==> config.mk <==
export PLATFORM = sky130hd
export DESIGN_NAME = r2mdc_delay_commutator_flat
export DESIGN_NICKNAME = d
export VERILOG_FILES = /design/src/rtl/r2mdc_delay_commutator_if.sv /design/src/rtl/r2mdc_delay_commutator.sv /design/src/flat_wrapper.sv
export SDC_FILE = /design/constraint.sdc
export NUM_CORES = 1
export LEC_CHECK = 0
export ABC_AREA = 1
export CAP_MARGIN = 0
export CORE_UTILIZATION = 25
export DETAILED_ROUTE_END_ITERATION = 10
export GPL_TIMING_DRIVEN = 0
export PLACE_DENSITY_LB_ADDON = 0.15
export SETUP_SLACK_MARGIN = 0.4
export SLEW_MARGIN = 10
export SYNTH_ARGS = -nofsm -noshare
export SYNTH_HDL_FRONTEND = slang
export SYNTH_SLANG_ARGS = --single-unit
==> constraint.sdc <==
create_clock -name CLK -period 5.2 [get_ports CLK]
set_input_delay 0.52 -clock CLK [delete_from_list [all_inputs] [get_ports CLK]]
set_output_delay 0.52 -clock CLK [all_outputs]
set_load 0.005 [all_outputs]
==> src/rtl/r2mdc_delay_commutator_if.sv <==
// Sample-pair stream between R2MDC stages.
//   valid        : d0/d1 carry a valid complex sample pair this cycle
//   d0_re, d0_im : path 0 (upper / butterfly input 0), two's complement
//   d1_re, d1_im : path 1 (lower / butterfly input 1), two's complement
// master drives the stream, slave consumes it.
interface r2mdc_delay_commutator_if #(
    parameter int DATA_W = 16
) ();
    logic              valid;
    logic [DATA_W-1:0] d0_re;
    logic [DATA_W-1:0] d0_im;
    logic [DATA_W-1:0] d1_re;
    logic [DATA_W-1:0] d1_im;

    modport master (output valid, d0_re, d0_im, d1_re, d1_im);
    modport slave  (input  valid, d0_re, d0_im, d1_re, d1_im);
endinterface

==> src/rtl/r2mdc_delay_commutator.sv <==
// Delay-commutator for one R2MDC FFT stage boundary.
// Lower path is pre-delayed by DELAY valid samples, a 2x2 commutator swaps the
// paths every DELAY valid samples, and the upper commutator output is
// post-delayed by DELAY valid samples, yielding butterfly-ready pairs.
// Ports:
//   CLK, RST_N : clock (rising edge), asynchronous active-low reset
//   sync       : frame start; the sample presented this cycle is index 0
//   in_if      : input pair stream (valid, in0 = d0, in1 = d1)
//   out_if     : output pair stream, registered, 1 clk after the input sample
//   phase      : current commutator select (0 = straight, 1 = crossed)
module r2mdc_delay_commutator #(
    parameter int DATA_W = 16,
    parameter int DELAY  = 16
) (
    input  logic                      CLK,
    input  logic                      RST_N,
    input  logic                      sync,
    r2mdc_delay_commutator_if.slave   in_if,
    r2mdc_delay_commutator_if.master  out_if,
    output logic                      phase
);
    localparam int PW = $clog2(DELAY);
    localparam int FW = $clog2(DELAY + 1);

    typedef struct packed {
        logic [DATA_W-1:0] re;
        logic [DATA_W-1:0] im;
    } cplx_t;

    // Delay lines; deliberately not reset. out_valid stays low until every
    // slot has been written since the last frame start, so stale contents
    // never appear as valid data.
    cplx_t pre_ram  [DELAY];
    cplx_t post_ram [DELAY];

    logic [PW-1:0] ptr, p, p_nxt;
    logic          sel, s, sel_nxt;
    logic [FW-1:0] fill, f, fill_nxt;
    cplx_t         in0, in1, y1, z0, top, bot;

    assign in0 = '{re: in_if.d0_re, im: in_if.d0_im};
    assign in1 = '{re: in_if.d1_re, im: in_if.d1_im};

    // Effective state for this sample: sync forces a fresh frame so the
    // current sample is processed as index 0 with the commutator straight.
    always_comb begin
        p = ptr;
        s = sel;
        f = fill;
        if (sync) begin
            p = '0;
            s = 1'b0;
            f = '0;
        end
    end

    // Datapath: both RAMs are read before the write at the same slot, which
    // makes each line exactly DELAY valid samples deep.
    always_comb begin
        y1  = pre_ram[p];
        z0  = post_ram[p];
        top = in0;
        bot = y1;
        if (s) begin
            top = y1;
            bot = in0;
        end
    end

    // Pointer wrap toggles the commutator; fill saturates at DELAY.
    always_comb begin
        p_nxt    = p + PW'(1);
        sel_nxt  = s;
        fill_nxt = f;
        if (p == PW'(DELAY - 1)) begin
            p_nxt   = '0;
            sel_nxt = ~s;
        end
        if (f != FW'(DELAY))
            fill_nxt = f + FW'(1);
    end

    always_ff @(posedge CLK or negedge RST_N) begin
        if (!RST_N) begin
            ptr  <= '0;
            sel  <= 1'b0;
            fill <= '0;
        end else if (in_if.valid) begin
            ptr  <= p_nxt;
            sel  <= sel_nxt;
            fill <= fill_nxt;
        end else if (sync) begin
            // No sample to process: only restart the frame bookkeeping.
            ptr  <= '0;
            sel  <= 1'b0;
            fill <= '0;
        end
    end

    always_ff @(posedge CLK) begin
        if (in_if.valid) begin
            pre_ram[p]  <= in1;
            post_ram[p] <= top;
        end
    end

    // Output registers: data holds across bubbles, valid drops for one clk.
    always_ff @(posedge CLK or negedge RST_N) begin
        if (!RST_N) begin
            out_if.valid <= 1'b0;
            out_if.d0_re <= '0;
            out_if.d0_im <= '0;
            out_if.d1_re <= '0;
            out_if.d1_im <= '0;
        end else begin
            out_if.valid <= in_if.valid && (f >= FW'(DELAY));
            if (in_if.valid) begin
                out_if.d0_re <= z0.re;
                out_if.d0_im <= z0.im;
                out_if.d1_re <= bot.re;
                out_if.d1_im <= bot.im;
            end
        end
    end

    assign phase = sel;

endmodule

==> src/flat_wrapper.sv <==
// flat-port wrapper written by rule: the top's interface ports become plain ports
module r2mdc_delay_commutator_flat 
#(
    parameter int DATA_W = 16,
    parameter int DELAY  = 16
)
  (CLK, RST_N, sync, phase, in_if_valid, in_if_d0_re, in_if_d0_im, in_if_d1_re, in_if_d1_im, out_if_valid, out_if_d0_re, out_if_d0_im, out_if_d1_re, out_if_d1_im);
  r2mdc_delay_commutator_if #(.DATA_W(DATA_W)) in_if_i ();
  r2mdc_delay_commutator_if #(.DATA_W(DATA_W)) out_if_i ();
  input  logic CLK;
  input  logic RST_N;
  input  logic sync;
  output logic phase;
  input wire logic [$bits(in_if_i.valid)-1:0] in_if_valid;
  input wire logic [$bits(in_if_i.d0_re)-1:0] in_if_d0_re;
  input wire logic [$bits(in_if_i.d0_im)-1:0] in_if_d0_im;
  input wire logic [$bits(in_if_i.d1_re)-1:0] in_if_d1_re;
  input wire logic [$bits(in_if_i.d1_im)-1:0] in_if_d1_im;
  output wire logic [$bits(out_if_i.valid)-1:0] out_if_valid;
  output wire logic [$bits(out_if_i.d0_re)-1:0] out_if_d0_re;
  output wire logic [$bits(out_if_i.d0_im)-1:0] out_if_d0_im;
  output wire logic [$bits(out_if_i.d1_re)-1:0] out_if_d1_re;
  output wire logic [$bits(out_if_i.d1_im)-1:0] out_if_d1_im;
  assign in_if_i.valid = in_if_valid;
  assign in_if_i.d0_re = in_if_d0_re;
  assign in_if_i.d0_im = in_if_d0_im;
  assign in_if_i.d1_re = in_if_d1_re;
  assign in_if_i.d1_im = in_if_d1_im;
  assign out_if_valid = out_if_i.valid;
  assign out_if_d0_re = out_if_i.d0_re;
  assign out_if_d0_im = out_if_i.d0_im;
  assign out_if_d1_re = out_if_i.d1_re;
  assign out_if_d1_im = out_if_i.d1_im;
  r2mdc_delay_commutator #(.DATA_W(DATA_W), .DELAY(DELAY)) u_core (.CLK(CLK), .RST_N(RST_N), .sync(sync), .in_if(in_if_i), .out_if(out_if_i), .phase(phase));
endmodule
-- After elaboration in Yosys (flattened, before gate mapping)
Memory sizes are Yosys's and may differ from the RTL's. A register that Yosys moved wholly into a read port is not among the register bits.
Cells that the tools add are included.
- add/sub/neg operators: 2
- magnitude comparators: 1
- eq/ne operators: 2
- mux-type cells: 13
- bitwise gates (word level): 1
- reduce and logical (&&, ||, !) cells: 2
- operators by type and width (kind ; number):
    $mux W32 ; 2
    $mux W5 ; 3
    $mux W4 ; 3
    $add A5 B1 Y5 const B ; 1
    $ge A5 B5 Y1 const B ; 1
    $mux W1 ; 5
    $ne A5 B5 Y1 const B ; 1
    $add A4 B1 Y4 const B ; 1
    $eq A4 B4 Y1 const B ; 1
    $logic_and A1 B1 Y1 ; 1
    $logic_not A1 Y1 ; 1
    $not A1 Y1 ; 1
- flip-flop bits (word level): 43
- memory bits (writable): 1024
- input bits: 68
- output and inout port bits: 66
- word-level logic and storage cells: 29
- memories kept: 2
- memories (name ; words ; bits a word ; read ports ; clocked after memory_dff ; write ports ; RTL line ; text):
    u_core.post_ram ; 16 ; 32 ; 1 ; 1 ; 1 ; r2mdc_delay_commutator.sv:34 ; cplx_t post_ram [DELAY];
    u_core.pre_ram ; 16 ; 32 ; 1 ; 0 ; 1 ; r2mdc_delay_commutator.sv:33 ; cplx_t pre_ram [DELAY];

-- Logic depth before layout (Yosys ltp)
Gate-level depths: netlist of the first run.
- depth in word-level cells: 4
- depth in mapped cells: 15
- depth with buffers taken out: 12

-- Worst setup path before layout of the first run
Ideal clock, no wire load.
- path type: input to register
- from: input sync
- to: memory u_core.post_ram[4][0] in the netlist's numbering, enable pin
- library setup time: 487 ps
- arrival time: 4173 ps
- required time: 4713 ps
- path slack: 541 ps
- cell stages on the path: 9
- buffers on the path: 4
- path through: inv_2 > buf_6 > nand2_2 > buf_4 > buf_2 > buf_2 > ha_1 > inv_1 > nor2_1
- longest elaborated chain between the ends: 1
- ends and longest elaborated chain (item ; RTL line ; text):
    start, declared ; flat_wrapper.sv:12 ; input logic sync;
    $mux W4 ; r2mdc_delay_commutator.sv:50 ; if (sync) begin
    end, declared ; r2mdc_delay_commutator.sv:34 ;
Every way passes these cells.

-- Worst setup path in the final report of the first run
- from: register u_core.ptr[0]
- to: memory u_core.pre_ram[1][7] in the netlist's numbering, enable pin
- longest elaborated chain between the ends: 1
- ends and longest elaborated chain (item ; RTL line ; text):
    start, declared ; r2mdc_delay_commutator.sv:36 ; logic [PW-1:0] ptr, p, p_nxt;
    start signal, assigned ; r2mdc_delay_commutator.sv:89 ; ptr <= p_nxt;
    $mux W4 ; r2mdc_delay_commutator.sv:50 ;
    end, declared ; r2mdc_delay_commutator.sv:33 ;
Every way passes these cells.

==> impl_metrics.csv, run 1 <==
group,metric,value,unit
floorplan,ios,134,
timing,worst_slew_pin_slew,1.139,ns
setup_path,crit_arrival,4.80,ns
setup_path,cp-end-kind,"flip-flop",
timing,hold_ws,0.3503,ns
cts,numCtsBuffers,131,
placement,place_congestion,0.8354,
timing,max_freq,0.2291,GHz
cts,clockBufferDepth,3,
cts,cts_tree,"built",
synthesis,netlist_area,46010,sq um
timing,post-route-period-util,83.94,%
final_layout,fin_util,30.98,%
setup_path,cp.required,5.63,ns
floorplan,start_util,25.16,%
final_layout,fill_cells,18820,
cts,post_cts_buffers,0,
synthesis,synth_seq_cells,1099,
routing,vias_per_cell,4.327,
setup_path,crit_fanout,21,
synthesis,seq_area_frac_synth,70.91,%
setup_path,reg2reg_depth,11,
timing,final-hold-violation-count,0,
timing,period_minus_slack,4.365,ns
placement,port_buffers,133,
cts,cts-root-buf,"clkbuf_16",
final_layout,multi_input_area,10790,sq um
final_layout,layout.cells.non_filler,7248,
grt,overflow,0,
setup_path,reg2reg_setup_slack,0.83,ns
setup_path,criticalPathCategory,"flip-flop to flip-flop",
status,status,"finished, final reports clean",
routing,totalWireLength,167500,um
timing,setup_viol,0,
power_and_ir_drop,vdd_drop_max,0.2201,mV
routing,drt_pre_antenna_iters,5,
synthesis,syn_area_per_cell,10.64,sq um
placement,post-place-cells,7013,
grt,grt_usage,17.89,%
grt,antenna_found_initial,8,
timing,slew_violations,0,
routing,drcViolationCount,0,
cts,clkTransAtPathRegs,0.06,ns
floorplan,die-area,185800,sq um
timing,tns,0,ns
cts,cts-resized-gates,0,
timing,fin_skew,0.03588,ns
synthesis,ys_top_cells_by_area,"edfxtp_1 (67%), nand2_1 (13%), nand3_1 (5.7%)",
floorplan,core,182900,sq um
cts,htreeDepth,4,
power_and_ir_drop,power.static_leakage,22.56,nW
synthesis,synth_top_area_cell,"edfxtp_1",
cts,cts_sinks,1099,
final_layout,syn_to_final_growth,23.13,%
cts,cts_hold_buf,1,
worst_hold_path,hold_path.class,"primary input to asynchronous set/reset pin",
grt,grt_pass1_vias,30670,
routing,vias,31360,
synthesis,synthCells,4326,
run,drv_cap,0,
floorplan,die_w,431.0,um
final_layout,drive_gt1_share,8.762,%
routing,wire_per_inst,23.11,um
grt,grt_max_degree,46,
placement,hpwlAfterDp,118000,um
synthesis,yosysTopAreaCellShare,66.83,%
routing,drt_iter0_markers,2377,
synthesis,synth_warnings,0,
synthesis,synth.distinct_cells,29,
cts,clk_latency,0.77,ns
setup_path,worstSetupStartpointType,"flip-flop",
final_layout,final_nets,4753,
routing,ant_nets,0,
final_layout,final-seq-area,32630,sq um
setup_path,r2r_end,"u_core.pre_ram[1][7]$_DFFE_PP_",
timing,max-slew-margin-rel,24.07,%
timing,rsz0062_at_grt,"false",
floorplan,die_h,431.0,um
grt,grt_pass1_wl,234800,um
floorplan,rows,157,
power_and_ir_drop,power_density,373.3,nW/um^2
setup_path,regToRegStartpoint,"u_core.ptr[0]$_DFF_PN0_",
synthesis,syn-num-nets,4396,
## layer usage
layer	wire (um)	track usage [%]	up-vias
met5	26	0	-
met4	4571	5.227	4
met3	6969	2.646	215
met2	84590	31.48	725
met1	71330	22.58	15440
li1	-	-	14980
## worst max-delay path, cell delays in order, from the launching register on
cell	delay (ns)
dfrtp_1	0.32
buf_2	0.22
inv_2	0.06
nor2_2	0.54
buf_2	0.49
clkbuf_1	0.55
nand2_1	0.43
nor2_4	0.54
buf_12	0.26
buf_12	0.20
buf_16	0.18
buf_12	0.20
## per-stage QoR
step	cell area, sq um	total power, mW	worst slack [ns]
after global routing	56650	21.90	0.7112
final	56650	21.15	0.8349
after global placement	50430	12.44	-5.708
after detailed placement	52580	12.53	-0.03739
after CTS	56650	21.41	0.7654
after floorplan	46010	11.20	0.5408
## flip-flops by register name, summed over array words and instances (netlist names)
name and count:
u_core.post_ram 512, u_core.pre_ram 512, u_core.out_if.d0_im 16, u_core.out_if.d0_re 16, u_core.out_if.d1_im 16, u_core.out_if.d1_re 16, u_core.fill 5, u_core.ptr 4
u_core.out_if.valid 1, u_core.phase 1
## cell families after synthesis
logic type	after synthesis	synth area share, %
AOI/OAI and AO/OA	182	2.333
xor gates and xnor gates	6	0.1142
adders and majority gates	2	0.05438
buffers and inverters	711	6.143
DFF	1099	70.91
and+or+nand+nor	2326	20.45
## cells in the mapped netlist
cell type / instances
a21boi_0: 11
a21oi_1: 15
a22oi_1: 11
a31oi_1: 1
buf_1: 28
buf_2: 102
buf_4: 6
buf_6: 1
clkbuf_1: 93
dfrtp_1: 75
edfxtp_1: 1024
ha_1: 2
inv_1: 478
inv_2: 3
nand2_1: 1653
nand2_2: 2
nand3_1: 521
nand4_1: 1
nor2_1: 143
nor2_2: 3
nor2_4: 1
nor3_1: 2
o211ai_1: 40
o21a_1: 1
o21ai_0: 95
o21ai_1: 7
o41ai_1: 1
xnor2_1: 2
xor2_1: 4
## power by group
group	switching, mW	total, mW	internal (mW)
Combinational	1.64	2.35	0.704
Sequential	0.0842	9.95	9.87
Clock	3.71	8.85	5.14
Total	5.44	21.1	15.7
## worst max path at each step
stage,slack (ns),from,cells past startpoint,to
2_1_floorplan,0.54,sync,9,u_core.post_ram[4][0]$_DFFE_PP_
3_3_place_gp,-5.71,in_if_valid,5,u_core.pre_ram[0][7]$_DFFE_PP_
3_5_place_dp,-0.04,in_if_valid,9,u_core.pre_ram[1][7]$_DFFE_PP_
4_1_cts,0.77,in_if_valid,9,u_core.pre_ram[1][7]$_DFFE_PP_
5_1_grt,0.71,u_core.ptr[0]$_DFF_PN0_,11,u_core.pre_ram[1][7]$_DFFE_PP_
6_report,0.83,u_core.ptr[0]$_DFF_PN0_,11,u_core.pre_ram[1][7]$_DFFE_PP_
## cell usage in the layout (no fill, tap or decap), drive strengths merged
cell type      count
bufinv             6
edfxtp          1024
clkbuf           276
a21oi             15
clkinvlp           1
clkdlybuf4s50    132
ha                 2
nor2             147
a21boi            11
dlygate4sd3        1
nand4              1
inv              487
a31oi              1
nand2           1655
o211ai            40
xnor2              2
o21ai            102
xor2               4
clkinv            36
dfrtp             75
o41ai              1
diode              2
nand3            521
o21a               1
buf              228
a22oi             11
nor3               2
## final cells by class
class | instances | area share, %
Tap cell | 2464 | 5.442
Clock inverter | 49 | 0.7884
Timing Repair Buffer | 224 | 5.773
Clock buffer | 183 | 6.369
Inverter | 481 | 3.187
Buffer | 230 | 1.802
Antenna cell | 2 | 0.008834
Multi-Input combinational cell | 2516 | 19.04
Sequential cell | 1099 | 57.59
Note: power is estimated with default switching activity, not from simulation.
==> run 2, diff against run 1 <==
Clock period 5.2 ns to 3.9 ns, I/O delays scaled along.
==> impl_metrics.csv, run 2 (synthesis results as in run 1) <==
group,metric,value,unit
setup_path,cp_common_cell,"nand2_1",
final_layout,stdcell_area,56800,sq um
cts,clk_latency,0.78,ns
final_layout,drive_gt1_share,9.229,%
floorplan,core,182900,sq um
routing,route.top_layer_used,"met5",
status,status,"finished, final reports clean",
grt,grt_max_degree,45,
setup_path,criticalPathCategory,"flip-flop to flip-flop",
timing,max_freq,0.2862,GHz
power_and_ir_drop,power_density,496.1,nW/um^2
power_and_ir_drop,power.static_leakage,22.66,nW
floorplan,start_util,25.16,%
floorplan,die_h,431.0,um
timing,slew_violations,0,
routing,drt_pre_antenna_iters,5,
placement,port_buffers,133,
placement,hpwlAfterDp,117100,um
cts,htreeDepth,4,
setup_path,crit_chain,"nand2_1, clkbuf_4, clkdlybuf4s15_1, nand3_1, nand2_1, nand2_1, nand2_1, nor2_1, o21ai_1, buf_4",
final_layout,layout.cells.non_filler,7257,
setup_path,cp-end-kind,"flip-flop",
setup_path,cp_slowest_cell,"clkdlybuf4s15_1",
routing,dr_wl_met2,83780,um
power_and_ir_drop,vdd_drop_max,0.3421,mV
final_layout,final_cell_mix,"nand2_1 (1653), edfxtp_1 (1024), nand3_1 (521), inv_1 (478), clkbuf_16 (138)",
timing,max-slew-margin-rel,21.82,%
final_layout,layout_commonest_cell,"nand2_1",
final_layout,fill_cells,18660,
floorplan,die_w,431.0,um
timing,fin_skew,0.03517,ns
timing,final-hold-violation-count,0,
final_layout,syn_to_final_growth,23.45,%
run,drv_cap,0,
setup_path,cpPeakStageDelay,0.71,ns
timing,worst_slew_pin_slew,1.173,ns
routing,drt_iter0_markers,2475,
routing,drcViolationCount,0,
routing,vias,31500,
timing,post-route-period-util,89.58,%
routing,met1_length,72350,um
placement,placement.cell_area,52480,sq um
timing,period_minus_slack,3.493,ns
timing,worst_slack,0.4065,ns
cts,clockBufferDepth,3,
placement,place_congestion,0.8432,
timing,rsz0062_at_grt,"false",
cts,cts-root-buf,"clkbuf_16",
cts,numCtsBuffers,132,
floorplan,rows,157,
worst_hold_path,hold_path.class,"primary input to asynchronous set/reset pin",
floorplan,ios,134,
timing,tns,0,ns
grt,grt_pass1_vias,30610,
cts,cts_tree,"built",
routing,wire_per_inst,23.08,um
grt,antenna_found_initial,7,
setup_path,cp.required,4.41,ns
setup_path,crit_fanout,14,
setup_path,worstSetupStartpointType,"flip-flop",
routing,vias_per_cell,4.340,
placement,dp_slack,-1.160,ns
final_layout,final_nets,4765,
setup_path,crit_arrival,4.00,ns
floorplan,die-area,185800,sq um
routing,totalWireLength,167500,um
grt,grt_usage,17.89,%
placement,post-place-cells,7008,
final_layout,reg.largest.list,"u_core.post_ram x512, u_core.pre_ram x512",
grt,grt_pass1_wl,234200,um
grt,overflow,0,
cts,clkTransAtPathRegs,0.06,ns
timing,setup_viol,0,
cts,cts_sinks,1099,
routing,ant_nets,0,
routing,wl_met3,6622,um
timing,hold_ws,0.2194,ns
## run 2: critical path: cells and delay by family, from the launching register on
family | cells | cell delay (ns)
flops | 1 | 0.33
compound gates | 1 | 0.32
simple gates | 6 | 1.20
buf+inv | 3 | 1.34
## run 2: final timing paths
check | cells past startpoint | slack, ns | to | startpoint
worst max-delay path | 10 | 0.41 | u_core.post_ram[12][0]$_DFFE_PP_ | u_core.ptr[1]$_DFF_PN0_
min in group CLK | 4 | 0.25 | u_core.fill[0]$_DFF_PN0_ | sync
max in group asynchronous | 3 | 2.97 | u_core.out_if.d1_im[11]$_DFFE_PN0P_ | RST_N
worst min register to register | 2 | 0.48 | u_core.out_if.d1_im[2]$_DFFE_PN0P_ | u_core.out_if.d1_im[2]$_DFFE_PN0P_
worst max register to register | 10 | 0.41 | u_core.post_ram[12][0]$_DFFE_PP_ | u_core.ptr[1]$_DFF_PN0_
worst min-delay path | 2 | 0.22 | u_core.out_if.d0_im[12]$_DFFE_PN0P_ | RST_N
## run 2: cell type report
| type | instances | area [sq um] | share of cell area, % |
|---|---|---|---|
| Inverter | 481 | 1805 | 3.178 |
| Multi-Input combinational cell | 2516 | 10870 | 19.13 |
| Buffer | 230 | 1061 | 1.868 |
| Antenna cell | 4 | 10.01 | 0.01762 |
| Tap cell | 2464 | 3083 | 5.427 |
| Timing Repair Buffer | 235 | 3312 | 5.831 |
| Sequential cell | 1099 | 32630 | 57.44 |
| Clock inverter | 45 | 376.6 | 0.6630 |
| Clock buffer | 183 | 3662 | 6.447 |
## run 2: where the power goes
part           internal [mW]  switching, mW
logic                  0.948           2.20
registers               13.2          0.114
clock network           6.81           4.94
total                   20.9           7.26
## run 2: layer usage
layer  track usage (%)  vias up
li1                  -    15020
met1             22.69    15570
met2             31.21      687
met3             2.719      220
met4             5.402        4
met5                 0        -
## run 2: stage by stage
stage          util (%)  power [mW]
4_1_cts           31.03       28.52
5_1_grt           31.06       29.18
3_3_place_gp      27.58       16.60
6_report          31.06       28.18
2_1_floorplan         -       14.93
3_5_place_dp      28.69       16.70
## run 2: repair_timing
item,in CTS,in global routing
gates cloned,0,0
resized for setup,22,8
buffers inserted,12,4
endpoints found under the hold margin,43,0
pin swaps,8,3
hold buffers,1,0
endpoints found under the setup margin,954,245
